==> config.mk <==
export PLATFORM = sky130hd
export DESIGN_NAME = dice_seg_decoder
export DESIGN_NICKNAME = d
export VERILOG_FILES = /design/src/rtl/dice_pkg.sv /design/src/rtl/dice_seg_lut.sv /design/src/rtl/dice_seg_decoder.sv
export SDC_FILE = /design/constraint.sdc
export NUM_CORES = 1
export LEC_CHECK = 0
export CAP_MARGIN = 40
export CORE_UTILIZATION = 29
export DETAILED_ROUTE_END_ITERATION = 10
export PLACE_DENSITY = 0.49
export REMOVE_ABC_BUFFERS = 1
export SETUP_SLACK_MARGIN = 0.2
export SLEW_MARGIN = 20
export SYNTH_ARGS = -nofsm -noshare
export SYNTH_HDL_FRONTEND = slang
export SYNTH_HIERARCHICAL = 1
export SYNTH_SLANG_ARGS = --single-unit
==> constraint.sdc <==
create_clock -name clk -period 2.02 [get_ports clk]
set_clock_uncertainty 0.15 [all_clocks]
set_input_delay 0.303 -clock clk [delete_from_list [all_inputs] [get_ports clk]]
set_output_delay 0.303 -clock clk [all_outputs]
set_load 0.1 [all_outputs]
==> src/rtl/dice_pkg.sv <==
// Shared constants and state type for the dice 7-segment receive path.
// Segment order is bit6=a .. bit0=g, 1 = lit.
package dice_pkg;
    localparam logic [6:0] SEG_BLANK = 7'b0000000;
    localparam logic [6:0] SEG_FACE1 = 7'b0110000;
    localparam logic [6:0] SEG_FACE2 = 7'b1101101;
    localparam logic [6:0] SEG_FACE3 = 7'b1111001;
    localparam logic [6:0] SEG_FACE4 = 7'b0110011;
    localparam logic [6:0] SEG_FACE5 = 7'b1011011;
    localparam logic [6:0] SEG_FACE6 = 7'b1011111;

    localparam logic [2:0] FACE_NONE = 3'd0;

    typedef enum logic [1:0] {
        IDLE,
        SETTLE,
        LOCKED
    } dec_state_t;
endpackage

==> src/rtl/dice_seg_lut.sv <==
// Combinational segment-pattern to dice-face lookup; reused by display checkers.
module dice_seg_lut
    import dice_pkg::*;
(
    input  logic [6:0] seg,
    output logic [2:0] face,
    output logic       is_valid,
    output logic       is_blank
);
    always_comb begin
        face     = FACE_NONE;
        is_valid = 1'b1;
        is_blank = 1'b0;
        case (seg)
            SEG_FACE1: face = 3'd1;
            SEG_FACE2: face = 3'd2;
            SEG_FACE3: face = 3'd3;
            SEG_FACE4: face = 3'd4;
            SEG_FACE5: face = 3'd5;
            SEG_FACE6: face = 3'd6;
            SEG_BLANK: begin
                is_valid = 1'b0;
                is_blank = 1'b1;
            end
            default:   is_valid = 1'b0;
        endcase
    end
endmodule

==> src/rtl/dice_seg_decoder.sv <==
// Dice 7-segment receiver: stability filter, face decode, one-cycle result pulses.
// Define DICE_HIST_EN to build the per-face roll histogram.
module dice_seg_decoder
    import dice_pkg::*;
#(
    parameter int STABLE_CYCLES = 4,
    parameter int CNT_W         = 8
) (
    input  logic             clk,
    input  logic             rst,
    input  logic [6:0]       seg_in,
    output logic [2:0]       face,
    output logic             face_valid,
    output logic             invalid_err,
    input  logic [2:0]       hist_sel,
    input  logic             hist_clr,
    output logic [CNT_W-1:0] hist_cnt
);
    localparam int CW = $clog2(STABLE_CYCLES + 1);

    dec_state_t    state, state_n;
    logic [6:0]    seg_q, cand, cand_n, last, last_n;
    logic [CW-1:0] cnt, cnt_n;
    logic [2:0]    face_n;
    logic          face_valid_n, invalid_err_n;
    logic [2:0]    cand_face;
    logic          cand_valid, cand_blank;

    dice_seg_lut u_lut (
        .seg      (cand),
        .face     (cand_face),
        .is_valid (cand_valid),
        .is_blank (cand_blank)
    );

    always_ff @(posedge clk or posedge rst) begin
        if (rst) begin
            state       <= IDLE;
            seg_q       <= SEG_BLANK;
            cand        <= SEG_BLANK;
            last        <= SEG_BLANK;
            cnt         <= '0;
            face        <= FACE_NONE;
            face_valid  <= 1'b0;
            invalid_err <= 1'b0;
        end else begin
            state       <= state_n;
            seg_q       <= seg_in;
            cand        <= cand_n;
            last        <= last_n;
            cnt         <= cnt_n;
            face        <= face_n;
            face_valid  <= face_valid_n;
            invalid_err <= invalid_err_n;
        end
    end

    always_comb begin
        state_n       = state;
        cand_n        = cand;
        last_n        = last;
        cnt_n         = cnt;
        face_n        = face;
        face_valid_n  = 1'b0;
        invalid_err_n = 1'b0;
        case (state)
            IDLE: begin
                if (seg_q != SEG_BLANK) begin
                    cand_n  = seg_q;
                    cnt_n   = CW'(1);
                    state_n = SETTLE;
                end
            end
            SETTLE: begin
                if (seg_q != cand) begin
                    cand_n = seg_q;
                    cnt_n  = CW'(1);
                end else if (cnt + CW'(1) == CW'(STABLE_CYCLES)) begin
                    last_n = cand;
                    if (cand_valid) begin
                        face_n       = cand_face;
                        face_valid_n = 1'b1;
                        state_n      = LOCKED;
                    end else if (cand_blank) begin
                        state_n = IDLE;
                    end else begin
                        invalid_err_n = 1'b1;
                        state_n       = LOCKED;
                    end
                end else begin
                    cnt_n = cnt + CW'(1);
                end
            end
            LOCKED: begin
                // Held pattern produces no repeat pulses; only a change re-arms the filter.
                if (seg_q != last) begin
                    cand_n  = seg_q;
                    cnt_n   = CW'(1);
                    state_n = SETTLE;
                end
            end
            default: state_n = IDLE;
        endcase
    end

`ifdef DICE_HIST_EN
    logic [CNT_W-1:0] hist [6];

    always_ff @(posedge clk or posedge rst) begin
        if (rst) begin
            for (int i = 0; i < 6; i++) hist[i] <= '0;
        end else if (hist_clr) begin
            for (int i = 0; i < 6; i++) hist[i] <= '0;
        end else if (face_valid) begin
            for (int i = 0; i < 6; i++) begin
                if (face == 3'(i + 1) && hist[i] != '1) hist[i] <= hist[i] + CNT_W'(1);
            end
        end
    end

    always_comb begin
        hist_cnt = '0;
        for (int i = 0; i < 6; i++) begin
            if (hist_sel == 3'(i + 1)) hist_cnt = hist[i];
        end
    end
`else
    logic unused_hist;
    assign unused_hist = ^{hist_sel, hist_clr};
    assign hist_cnt    = '0;
`endif
endmodule

==> results.txt <==
status - completed
Final setup viols - 0
CTS tree - yes
CTS Buf Count - 5
n_diodes - 0
clock buffer depth - 2
vias in the first global route - 1119
vias post-DR - 1109
Fin. Hold Viols - 0
Syn-to-layout area delta - 32.3%
Clock Latency Late Sink - 0.27 ns
Reg clk slew, reported paths - 0.06 ns
Syn Inst Count - 132
Worst Slack Setup Final - 0.0568 ns
CP Launch Type - flip-flop
Reg-to-Reg End - face[1]$_DFFE_PP0P_
leakage power total - 0.915 nW
Die W - 75.4 um
Fillers - 514
Tot Pwr - 1.34 mW
DRT Pass-1 Iters - 4
reg2reg start - cand[6]$_DFFE_PP0P_
placed cell area - 0.00185 mm2
final net count - 188
Port Buffers - 13
Worst Reg-to-Reg Cells - 5
pwr dens - 648 mW/mm2
Worst Path Arrival - 1.98 ns
Yosys cell types - 32
Critical Path Sink Type - flip-flop
Worst Hold Class - in2async
max-cap check violation count - 0
max frequency - 0.509 GHz
ranking of synthesized cells by area - dfrtp_1 (50%), mux2_2 (12%), xnor2_1 (6.2%)
Routed Antenna Nets - 0
DR WL/cell - 13.0 um
flops & latches, synth - 31
drt via density - 4.56
GP Congestion - 0.780
worst slack at placement - -0.0498 ns
initial antenna violation count - 0
Synth Area per Inst - 11.8 um2
non-filler cells, final - 243
final instance area - 0.00207 mm2
FP Rows - 26
Synth area leader - dfrtp_1
Mapped Area - 0.00156 mm2
Crit Path Class - reg2reg
DRC errors left - 0
dpl hpwl - 2.21 mm
Initial Util - 30.4%
grt ovf - 0
Period Utilization, post-route - 97.2%
Reg2Reg Setup Slack - 0.06 ns
I/O pin total - 26
crit path max fanout - 4
H-tree lvl count - 2
layout cells sized above 1 - 37.0%
largest net degree at the start of global routing - 32
routed wire length - 3.15 mm
RSZ-0062 raised after global routing - yes
fin crit period - 1.96 ns
Worst EP required - 2.03 ns
max-slew violations - 0
hold slack - 0.258 ns
DR iter-0 viols - 26
Yosys top cell area share - 49.6%
cts hold-fix bufs - 0
clk root buf - clkbuf_8
total die area - 0.00569 mm2
Die Y - 75.4 um
peak supply drop - 0.292 mV
first-pass GRT wire length - 5.29 mm
yosys warns - 6
clock sink count - 31
Core Box Area - 0.00514 mm2
post-synthesis sequential area ratio - 49.6%
Total GRT Usage - 12.8%
cell total after placement - 230
final cells by class:
class	count	area [um2]	share of cell area, %
Clock inverter	1	5.00	0.242
Timing Repair Buffer	35	294	14.2
Multi-Input combinational cell	95	801	38.7
Clock buffer	6	82.6	4.00
Tap cell	70	87.6	4.24
Sequential cell	31	778	37.7
Inverter	5	18.8	0.908
where the power goes:
part | internal, mW | leakage [nW] | switching [mW]
registers | 0.638 | 0.388 | 0.0261
logic | 0.0732 | 0.480 | 0.120
clock network | 0.267 | 0.0470 | 0.215
stage by stage:
stage                     util [%]  setup TNS (ns)
after CTS                     39.2               0
after detailed placement      36.1          -0.144
after global placement        36.1         -0.0440
final                         40.2               0
after global routing          40.2          -0.164
after floorplan                  -               0
worst max path at each step:
stage	slack (ns)	startpoint	end
global placement	-0.01	cand[6]$_DFFE_PP0P_	face[1]$_DFFE_PP0P_
detailed placement	-0.05	cand[6]$_DFFE_PP0P_	face[2]$_DFFE_PP0P_
floorplan	0.03	cand[6]$_DFFE_PP0P_	face[0]$_DFFE_PP0P_
global route	-0.05	cand[6]$_DFFE_PP0P_	face[0]$_DFFE_PP0P_
CTS	0.02	cand[6]$_DFFE_PP0P_	face[1]$_DFFE_PP0P_
finish	0.06	cand[6]$_DFFE_PP0P_	face[1]$_DFFE_PP0P_
cells in the mapped netlist:
cell       count
nand2_1        2
inv_1          5
a22oi_1        1
conb_1         1
nand3b_1       3
nor4_4         1
and3b_2        1
nor2b_1        4
nand2b_1       1
nor3_1         1
ha_1           2
o21a_1         2
or4_1          2
nand4_1        4
mux2_2        17
a21oi_1        4
o21ai_2        1
o2111ai_1      2
nand3_1        5
xor2_1         6
nor2_1         3
nand3_2        1
a32oi_1        1
o22ai_1        1
o21ai_0        6
dfrtp_1       31
nor4_1         2
or4b_1         1
buf_4          8
nor4_2         1
or3_1          1
xnor2_1       11
sequential cells by signal, indices dropped and copies added, names as in the netlist:
signal       count
cand             7
cnt              3
face             3
face_valid       1
invalid_err      1
last             7
seg_q            7
state            2
timing repair:
item                       CTS  global route
setup endpoints to repair   20            20
resized for setup           12             9
setup buffers                4             2
pin swaps                    3             4
critical path, stage by stage (launching register included):
cell      delay (ns)
dfrtp_1         0.41
nand3b_1        0.20
or4_1           0.50
o21ai_2         0.09
nand4_1         0.19
mux2_2          0.32
cells by family (layout without fill, tap and decap cells):
kind of cell	after synthesis	after routing	synth area share [%]
xor+xnor	17	17	9.53
simple gates	33	33	14.4
fa+ha+maj	2	2	1.60
other cells	1	8	0.240
buf+inv	13	47	5.04
mux	17	17	12.2
flops	31	31	49.6
compound gates	18	18	7.29
routing by layer:
| metal | vias up | part of all wire (%) | global-route usage, % |
|---|---|---|---|
| met3 | 4 | 3.7 | 4.76 |
| met2 | 26 | 51 | 21.5 |
| met1 | 545 | 44 | 14.8 |
| li1 | 534 | - | - |
| met5 | - | 0 | 0 |
| met4 | 0 | 1.2 | 5.14 |
layout by cell type, fill, tap and decap left out, types with 5 or more instances in the layout:
master and instances:
clkbuf_8 6, mux2_4 6, inv_1 5, nand3_1 5, buf_4 24, dfrtp_1 29
clkdlybuf4s50_1 8, mux2_2 11, conb_1 8, xnor2_1 11
No activity file was read; power rests on OpenSTA's default activity.
